### config.mk
export PLATFORM = sky130hd
export DESIGN_NAME = gmem_rd_arbiter
export DESIGN_NICKNAME = d
export VERILOG_FILES = /design/src/rtl/gmem_pkg.sv /design/src/rtl/rr_arbiter.sv /design/src/rtl/gmem_rd_arbiter.sv
export SDC_FILE = /design/constraint.sdc
export NUM_CORES = 1
export LEC_CHECK = 0
export CORE_AREA = 5 5 220 222
export CTS_BUF_LIST = sky130_fd_sc_hd__clkbuf_16
export CTS_CLUSTER_SIZE = 40
export DETAILED_ROUTE_END_ITERATION = 10
export DIE_AREA = 0 0 225 227
export PLACE_DENSITY_LB_ADDON = 0.08
export SYNTH_ARGS = -nofsm -noshare
export SYNTH_HDL_FRONTEND = slang
export SYNTH_SLANG_ARGS = --single-unit
export TNS_END_PERCENT = 1
### constraint.sdc
create_clock -name ap_clk -period 3.1 [get_ports ap_clk]
set_input_delay 0.31 -clock ap_clk [delete_from_list [all_inputs] [get_ports ap_clk]]
set_output_delay 0.31 -clock ap_clk [all_outputs]
set_load 0.005 [all_outputs]
### src/rtl/gmem_pkg.sv
// rtl/gmem_pkg.sv - shared AXI constants, error bit positions and FSM state type
package gmem_pkg;
  localparam logic [2:0] AXI_SIZE_16B   = 3'b100;
  localparam logic [1:0] AXI_BURST_INCR = 2'b01;
  localparam logic [1:0] AXI_RESP_OKAY  = 2'b00;

  localparam int ERR_LEN  = 0;
  localparam int ERR_RESP = 1;

  typedef enum logic [1:0] {
    ST_IDLE = 2'd0,
    ST_ADDR = 2'd1,
    ST_DATA = 2'd2
  } state_e;
endpackage

### src/rtl/rr_arbiter.sv
// rtl/rr_arbiter.sv - combinational round-robin pick starting after last_grant
module rr_arbiter
  import gmem_pkg::*;
#(
  parameter int NUM_REQ = 3,
  parameter int IDX_W   = $clog2(NUM_REQ)
) (
  input  logic [NUM_REQ-1:0] req_i,
  input  logic [IDX_W-1:0]   last_grant_i,
  output logic [NUM_REQ-1:0] grant_o,
  output logic [IDX_W-1:0]   grant_idx_o,
  output logic               any_req_o
);

  int             cand;
  logic [IDX_W-1:0] cand_idx;
  logic           found;

  // Offsets 1..NUM_REQ visit every client once, last_grant itself last.
  always_comb begin
    grant_o     = '0;
    grant_idx_o = '0;
    found       = 1'b0;
    cand        = 0;
    cand_idx    = '0;
    for (int off = 1; off <= NUM_REQ; off++) begin
      cand     = (int'(last_grant_i) + off) % NUM_REQ;
      cand_idx = IDX_W'(cand);
      if (!found && req_i[cand_idx]) begin
        grant_o[cand_idx] = 1'b1;
        grant_idx_o       = cand_idx;
        found             = 1'b1;
      end
    end
  end

  assign any_req_o = |req_i;

endmodule

### src/rtl/gmem_rd_arbiter.sv
// rtl/gmem_rd_arbiter.sv - one-burst-at-a-time round-robin sharing of the m_axi_gmem read channel
module gmem_rd_arbiter
  import gmem_pkg::*;
#(
  parameter int NUM_REQ = 3,
  parameter int ADDR_W  = 64,
  parameter int DATA_W  = 128
) (
  input  logic                        ap_clk,
  input  logic                        ap_rst_n,
  input  logic [NUM_REQ-1:0]          req_arvalid,
  output logic [NUM_REQ-1:0]          req_arready,
  input  logic [NUM_REQ*ADDR_W-1:0]   req_araddr,
  input  logic [NUM_REQ*8-1:0]        req_arlen,
  output logic [NUM_REQ-1:0]          req_rvalid,
  input  logic [NUM_REQ-1:0]          req_rready,
  output logic [DATA_W-1:0]           req_rdata,
  output logic                        req_rlast,
  output logic                        m_axi_gmem_arvalid,
  input  logic                        m_axi_gmem_arready,
  output logic [ADDR_W-1:0]           m_axi_gmem_araddr,
  output logic [7:0]                  m_axi_gmem_arlen,
  output logic [2:0]                  m_axi_gmem_arsize,
  output logic [1:0]                  m_axi_gmem_arburst,
  input  logic                        m_axi_gmem_rvalid,
  output logic                        m_axi_gmem_rready,
  input  logic [DATA_W-1:0]           m_axi_gmem_rdata,
  input  logic                        m_axi_gmem_rlast,
  input  logic [1:0]                  m_axi_gmem_rresp,
  output logic                        busy,
  output logic [$clog2(NUM_REQ)-1:0]  grant_id,
  output logic [1:0]                  err_sticky,
  input  logic                        err_clr
);

  localparam int IDX_W = $clog2(NUM_REQ);

  state_e             state_q, state_d;
  logic [ADDR_W-1:0]  addr_q, addr_d;
  logic [7:0]         len_q, len_d;
  logic [8:0]         exp_q, exp_d;
  logic [8:0]         beat_q, beat_d;
  logic [IDX_W-1:0]   grant_q, grant_d;
  logic [IDX_W-1:0]   last_q, last_d;
  logic [1:0]         err_q, err_d;

  logic [NUM_REQ-1:0] arb_onehot;
  logic [IDX_W-1:0]   arb_idx;
  logic               arb_any;
  logic [ADDR_W-1:0]  sel_addr;
  logic [7:0]         sel_len;
  logic               r_hs;

  rr_arbiter #(.NUM_REQ(NUM_REQ), .IDX_W(IDX_W)) u_rr (
    .req_i        (req_arvalid),
    .last_grant_i (last_q),
    .grant_o      (arb_onehot),
    .grant_idx_o  (arb_idx),
    .any_req_o    (arb_any)
  );

  always_comb begin
    sel_addr = '0;
    sel_len  = '0;
    for (int i = 0; i < NUM_REQ; i++) begin
      if (arb_onehot[i]) begin
        sel_addr = req_araddr[i*ADDR_W +: ADDR_W];
        sel_len  = req_arlen[i*8 +: 8];
      end
    end
  end

  always_comb begin
    state_d           = state_q;
    addr_d            = addr_q;
    len_d             = len_q;
    exp_d             = exp_q;
    beat_d            = beat_q;
    grant_d           = grant_q;
    last_d            = last_q;
    // A clear and a new error in the same cycle: the set below wins.
    err_d             = err_clr ? 2'b00 : err_q;
    req_arready       = '0;
    req_rvalid        = '0;
    m_axi_gmem_rready = 1'b0;
    r_hs              = 1'b0;
    case (state_q)
      ST_IDLE: begin
        if (arb_any) begin
          req_arready = arb_onehot;
          addr_d      = sel_addr;
          len_d       = sel_len;
          exp_d       = {1'b0, sel_len} + 9'd1;
          grant_d     = arb_idx;
          state_d     = ST_ADDR;
        end
      end
      ST_ADDR: begin
        if (m_axi_gmem_arready) begin
          beat_d  = '0;
          state_d = ST_DATA;
        end
      end
      ST_DATA: begin
        req_rvalid[grant_q] = m_axi_gmem_rvalid;
        m_axi_gmem_rready   = req_rready[grant_q];
        r_hs                = m_axi_gmem_rvalid && req_rready[grant_q];
        if (r_hs) begin
          beat_d = beat_q + 9'd1;
          if (m_axi_gmem_rresp != AXI_RESP_OKAY) err_d[ERR_RESP] = 1'b1;
          if (m_axi_gmem_rlast) begin
            if (beat_q + 9'd1 != exp_q) err_d[ERR_LEN] = 1'b1;
            last_d  = grant_q;
            state_d = ST_IDLE;
          end else if (beat_q >= exp_q) begin
            // Overrun: flag now, keep routing until the slave ends the burst.
            err_d[ERR_LEN] = 1'b1;
          end
        end
      end
      default: state_d = ST_IDLE;
    endcase
  end

  always_ff @(posedge ap_clk or negedge ap_rst_n) begin
    if (!ap_rst_n) begin
      state_q <= ST_IDLE;
      addr_q  <= '0;
      len_q   <= '0;
      exp_q   <= 9'd1;
      beat_q  <= '0;
      grant_q <= '0;
      last_q  <= IDX_W'(NUM_REQ - 1);
      err_q   <= 2'b00;
    end else begin
      state_q <= state_d;
      addr_q  <= addr_d;
      len_q   <= len_d;
      exp_q   <= exp_d;
      beat_q  <= beat_d;
      grant_q <= grant_d;
      last_q  <= last_d;
      err_q   <= err_d;
    end
  end

  assign m_axi_gmem_arvalid = (state_q == ST_ADDR);
  assign m_axi_gmem_araddr  = addr_q;
  assign m_axi_gmem_arlen   = len_q;
  assign m_axi_gmem_arsize  = AXI_SIZE_16B;
  assign m_axi_gmem_arburst = AXI_BURST_INCR;
  assign req_rdata          = m_axi_gmem_rdata;
  assign req_rlast          = m_axi_gmem_rlast;
  assign busy               = (state_q != ST_IDLE);
  assign grant_id           = grant_q;
  assign err_sticky         = err_q;

endmodule
Word level (Yosys, flattened, before mapping)
Index checks and enable logic that the tools add are counted.
- add/subtract/negate cells: 5
- divide/modulo/power cells: 3
- magnitude comparators: 9
- equality and inequality tests: 7
- muxes and demuxes: 49
- bitwise operators: 3
- reduce and logical (&&, ||, !) cells: 18
- operators with widths (kind ; count):
    $mux W64 ; 3
    $mod A32 B3 Y32 const B ; 3
    $mux W8 ; 3
    $mux W2 ; 10
    $mux W3 ; 6
    $mux W9 ; 2
    $pmux W9 S2 ; 1
    $mux W1 ; 15
    $lt A2 B3 Y1 const B ; 4
    $add A8 B1 Y9 const B ; 1
    $add A9 B1 Y9 const B ; 1
    $ge A9 B9 Y1 ; 1
    $ne A9 B9 Y1 ; 1
    $bmux W1 S2 ; 4
    $demux W1 S2 ; 4
    $ge A2 B1 Y1 const B ; 4
    $logic_and A1 B1 Y1 ; 7
    $add A2 B2 Y3 const B ; 2
    $ne A2 B2 Y1 const B ; 3
    $or A3 B3 Y3 ; 2
    $pmux W2 S3 ; 1
    $reduce_and A3 Y1 ; 2
    $reduce_bool A2 Y1 ; 3
    $reduce_and A4 Y1 ; 1
    other kinds (9) ; 10
- register bits after elaboration: 98
- word-level logic and storage cells: 102

Longest topological paths before layout
- depth after elaboration: 15
- mapped depth: 15

Hierarchy
From an unflattened synthesis, not the netlist that was laid out.
- cell total of the unflattened synthesis: 819
- area total of the unflattened synthesis: 6859.1 sq um
- by module, submodules not included (module ; instances ; cells an instance ; area each (sq um) ; sequential area each (sq um)):
    gmem_rd_arbiter ; 1 ; 783 ; 6572.6 ; 2454.9
    rr_arbiter ; 1 ; 36 ; 286.5 ; 0.0

Worst setup path before layout
No wires, ideal clock.
- path type: reg2reg
- start point: register last_q[1]
- end point: register exp_q[8]
- setup time: 0.104 ns
- arrival time: 2.895 ns
- data required time: 2.996 ns
- path slack: 0.101 ns
- stages on the path, launching flop included: 12
- buffers on the path: 1
- cell sequence: dfstp_2 > ha_1 > clkbuf_8 > and2_2 > a2111oi_4 > o211ai_1 > a31oi_2 > ha_1 > o21ai_0 > a21oi_1 > nand4_1 > o41ai_2
- word-level cells in the longest chain between the ends: 15
- elaborated cells on any way between the ends: 42
- RTL lines (element ; RTL line ; source):
    from (decl) ; gmem_rd_arbiter.sv:44 ; logic [IDX_W-1:0] last_q, last_d;
    from (signal assigned) ; gmem_rd_arbiter.sv:133 ; last_q <= IDX_W'(NUM_REQ - 1);
    from (signal assigned) ; gmem_rd_arbiter.sv:142 ; last_q <= last_d;
    $add A2 B1 Y3 ; rr_arbiter.sv:27 ; cand = (int'(last_grant_i) + off) % NUM_REQ;
    $mod A32 B3 Y32 ; rr_arbiter.sv:27 ;
    $lt A2 B3 Y1 (not written as such), or another cell as far along ; rr_arbiter.sv:30 ; grant_o[cand_idx] = 1'b1;
    $logic_and A1 B1 Y1 (not written as such) or $mux W1 (tied branches) ; rr_arbiter.sv:30, rr_arbiter.sv:29 ;
    $mux W1, on equally long branches ; rr_arbiter.sv:30, rr_arbiter.sv:29 ;
    $demux W1 S2 or $logic_not A1 Y1 (tied branches) ; n/a ;
    $mux W3 or $logic_and A1 B1 Y1 (tied branches) ; rr_arbiter.sv:29 ; if (!found && req_i[cand_idx]) begin
    $or A3 B3 Y3 (no line) or $mux W1 (tied branches) ; n/a ;
    $mux W3 or $logic_not A1 Y1 (tied branches) ; rr_arbiter.sv:29 ;
    $or A3 B3 Y3 (no line) or $logic_and A1 B1 Y1 (tied branches) ; n/a ;
    $mux W3 (*) ; rr_arbiter.sv:29 ;
    $mux W8 (2 in series) ; gmem_rd_arbiter.sv:66 ; if (arb_onehot[i]) begin
    $mux W8 (*) ; gmem_rd_arbiter.sv:66 ;
    named net sel_len[0] ; gmem_rd_arbiter.sv:51 ; logic [7:0] sel_len;
    $add A8 B1 Y9 (*) ; gmem_rd_arbiter.sv:93 ; exp_d = {1'b0, sel_len} + 9'd1;
    to (signal assigned) ; gmem_rd_arbiter.sv:139 ; exp_q <= exp_d;
    to (decl) ; gmem_rd_arbiter.sv:41 ; logic [8:0] exp_q, exp_d;
Mark *: on every way through the listed nets, which the timed path passes. The rest lies on a longest branch. The select of a mux whose other input is x is not followed.
A chain may end at the register's enable or synchronous reset.

Worst setup path in the final report
- start point: register last_q[1]
- end point: output port req_arready[1]
- word-level cells in the longest chain between the ends: 13
- elaborated cells on any way between the ends: 40
- RTL lines (element ; RTL line ; source):
    $add A2 B1 Y3 ; rr_arbiter.sv:27 ;
    $mod A32 B3 Y32 ; rr_arbiter.sv:27 ;
    $lt A2 B3 Y1 (not written as such), or another cell as far along ; rr_arbiter.sv:30 ;
    $logic_and A1 B1 Y1 (not written as such) or $mux W1 (tied branches) ; rr_arbiter.sv:30, rr_arbiter.sv:29 ;
    $mux W1, on equally long branches ; rr_arbiter.sv:30, rr_arbiter.sv:29 ;
    $demux W1 S2 or $logic_not A1 Y1 (tied branches) ; n/a ;
    $mux W3 or $logic_and A1 B1 Y1 (tied branches) ; rr_arbiter.sv:29 ;
    $or A3 B3 Y3 (no line) or $mux W1 (tied branches) ; n/a ;
    $mux W3 or $logic_not A1 Y1 (tied branches) ; rr_arbiter.sv:29 ;
    $or A3 B3 Y3 (no line) or $logic_and A1 B1 Y1 (tied branches) ; n/a ;
    $mux W3 (*) ; rr_arbiter.sv:29 ;
    $mux W3 (*) ; gmem_rd_arbiter.sv:89 ; if (arb_any) begin
    $mux W3 (*) ; gmem_rd_arbiter.sv:87 ; case (state_q)
    to (decl) ; gmem_rd_arbiter.sv:12 ; output logic [NUM_REQ-1:0] req_arready,
Every way passes the cells marked *; elsewhere a longest branch is shown, timed or not. The select of a mux whose other input is x is not followed.

==> summary.md <==
| Metric | Value |
|---|---|
| Post-detail-place hpwl | 28.99 mm |
| Largest cells by area after synthesis | dfrtp_1, buf_4, nand3_1 |
| Post-synth cell types | 56 |
| Cell Area, Placed | 0.01020 mm2 |
| EDFF count, synth | 0 |
| VDD IR max | 0.0004661 V |
| Final worst slack | -4.402 ps |
| Synth Area per Inst | 7.693 um2 |
| Final ANT Viol Nets | 0 |
| Largest net degree at the start of global routing | 93 |
| Via/cell ratio | 4.024 |
| Post-synth ARST share | 100.0% |
| Routability cong. | 0.7719 |
| WL per Instance | 21.08 um |
| Antenna violations before repair | 2 |
| Global route hottest layer | met2 |
| Max-slew violations | 0 |
| Post-Syn Instances | 931 |
| IO Pins | 577 |
| Drt initial violations | 216 |
| Clock sink total | 98 |
| Worst rel slew slack | 52.78% |
| Reg-to-reg slack, setup | 50 ps |
| Post-synthesis sequential area ratio | 34.28% |
| Area delta synth->final | 46.94% |
| Ant. Diodes | 0 |
| Reg clk slew, reported paths | 80 ps |
| Worst Hold Class | input port to asynchronous set/reset pin |
| Fill cells | 5112 |
| Sum of buffers and inverters on the critical path | 2 |
| Critical path data required time | 2790 ps |
| Worst Path Arrival | 2790 ps |
| Startpoint types | flip-flop |
| Total iterations of the first detailed-routing run | 5 |
| Max Fclk | 0.3221 GHz |
| CP max-delay cell | dfstp_2 |
| Crit-path leading delay family | compound AO/OA/AOI/OAI gates |
| Global-route track usage on met2 | 22.75% |
| Reg2reg end | exp_q[6] |
| Drc violations | 0 |
| Final hold violations | 0 |
| Vias in the first global route | 7320 |
| Top cell type's share of synthesized area | 33.54% |
| Failing checks | negative setup slack |
| LEAKAGE | 4.272 nW |
| Final setup fails | 1 |
| Met3 GRT Util | 8.382% |
| GR Overflow Total | 0 |
| Final min period | 3104 ps |
| Die width | 225 um |
| Reg2reg start | last_q[1] |
| Top-count cell post-synth | nand2_1 |
| Worst setup path startpoint | last_q[1] |
| Yosys top cell by area | dfrtp_1 |
| Fin area | 0.01052 mm2 |
| Worst-path cell chain | ha_2 > mux2i_1 > o2111ai_1 > a31o_4 > buf_4 > nor2_1 > dlygate4sd2_1 |
| Global-route wire length before repair | 51.38 mm |
| Final net count | 1484 |
| Worst clock skew | 9.567 ps |
| Number of synthesis warnings | 0 |
| RSZ-0062 raised after global routing | true |
| Placed Cells | 1704 |
| Max-Cap Viols | 0 |
| Flops & latches, synth | 98 |
| Core Rows | 79 |
| Die H | 227 um |
| Tightest Pin Transition | 705.6 ps |
| Share of layout cells above drive strength 1 | 7.975% |
| Final worst-path cycle share | 100.1% |
| Outcome | finished, violations left |
| H-tree depth | 3 |
| Total CTS buffers | 9 |
| Most used flip-flop cell after synthesis | dfrtp_1 |
| Starting Density | 15.52% |
| DRT Wirelength | 36.33 mm |
| Area of the die | 0.05108 mm2 |
| Mapped Area | 0.007162 mm2 |
| DR vias | 6933 |
| Max Fanout on Critical Path | 10 |
| Post-synth top cells | nand2_1, buf_4, nand3_1 |
| FF-to-FF path depth | 13 |
| Crit. End Element | output pin |
| CTS Buffer Depth | 2 |
| Met1 GRT Util | 15.17% |
| CP Class | flip-flop to output pin |
| Core area | 0.04616 mm2 |
| Clock latency on the worst-skew pair | 380 ps |
| Overall power | 10.88 mW |
| TritonCTS clock tree | yes |
| Root Driver | clkbuf_16 |
| Setup TNS | -4.402 ps |
| CP max stage delay | 550 ps |
| All-layer global routing usage | 13.83% |
| Port bufs | 315 |
| Non-Filler Instances | 1723 |
| Cell area power density | 1034 mW/mm2 |
-- worst register-to-register path, stage by stage, from the launching register on --
cell	delay [ps]
dfstp_2	550
inv_1	80
ha_4	180
mux2i_1	120
o22a_2	270
a2111oi_4	430
o211ai_1	150
a31oi_2	220
ha_1	200
o21ai_0	90
a21oi_1	180
nand4_1	190
xnor2_1	190
o21ai_0	90
-- logic make-up (layout without fill, tap and decap cells) --
family	after synthesis	after routing	synth area share, %
xor+xnor	18	18	2.201
mux	8	8	1.136
simple gates	368	368	23.32
buf+inv	215	397	19.29
compound gates	207	207	17.05
fa+ha+maj	15	15	2.621
other cells	2	5	0.1049
flops	98	98	34.28
-- cell usage in the layout, fill, tap and decap left out, types with 9 or more instances in the layout --
cell,n
inv_1,21
nand3_1,130
clkbuf_16,9
o211ai_1,9
dfrtp_1,96
clkdlybuf4s50_1,311
nor2_1,25
xnor2_1,13
buf_4,40
o21ai_0,85
o21ai_1,75
ha_1,12
nand2_1,169
-- layout make-up --
cell class | count | area, um2 | share of cell area (%)
inverter | 18 | 67.56 | 0.6420
tap | 607 | 759.5 | 7.217
clock inverter | 7 | 31.28 | 0.2972
multi-input combinational | 621 | 3398 | 32.29
timing repair buffer | 363 | 3587 | 34.09
clock buffer | 9 | 225.2 | 2.140
sequential | 98 | 2455 | 23.33
-- metrics by stage --
stage	utilization [%]	hold slack (ps)	setup WS, ps
finish	22.80	463.9	-4.402
global route	22.80	509.4	-226.9
CTS	22.68	479.7	-227.0
detailed placement	22.09	362.7	-69.22
global placement	22.09	358.2	-43.70
floorplan	-	14.41	101.2
-- routing by layer --
metal	share of wire, %	up-vias
met5	0.019	-
met4	1.4	2
met3	13	22
met2	48	345
met1	37	3175
li1	-	3389
-- sequential cells by signal (all words and copies together), names as in the netlist --
| register | cells |
|---|---|
| exp_q | 9 |
| m_axi_gmem_araddr | 64 |
| grant_id | 2 |
| err_sticky | 2 |
| beat_q | 9 |
| m_axi_gmem_arlen | 8 |
| last_q | 2 |
| state_q | 2 |
-- how the worst max path moves through the flow --
stage                                end  slack [ps]  cells after the start
after floorplan                 exp_q[8]         100                     11
after global placement          exp_q[6]         -40                     12
after detailed placement        exp_q[8]         -70                     11
after CTS                 req_arready[0]        -230                      9
after global routing            exp_q[6]        -230                     13
final                     req_arready[1]          -4                      7
-- what timing repair did --
item	CTS	global route
endpoints found under the setup margin	5	42
setup buffers	0	2
gates resized for setup	3	28
pin swaps	3	1
hold buffers	1	0
endpoints found under the hold margin	37	0
-- where the power goes --
| group | internal (mW) | switching [mW] | total [mW] |
|---|---|---|---|
| registers | 1.84 | 0.331 | 2.17 |
| clock network | 0.531 | 0.558 | 1.09 |
| logic | 3.37 | 4.25 | 7.62 |
| total | 5.74 | 5.14 | 10.9 |
(Power assumes the default switching activity.)
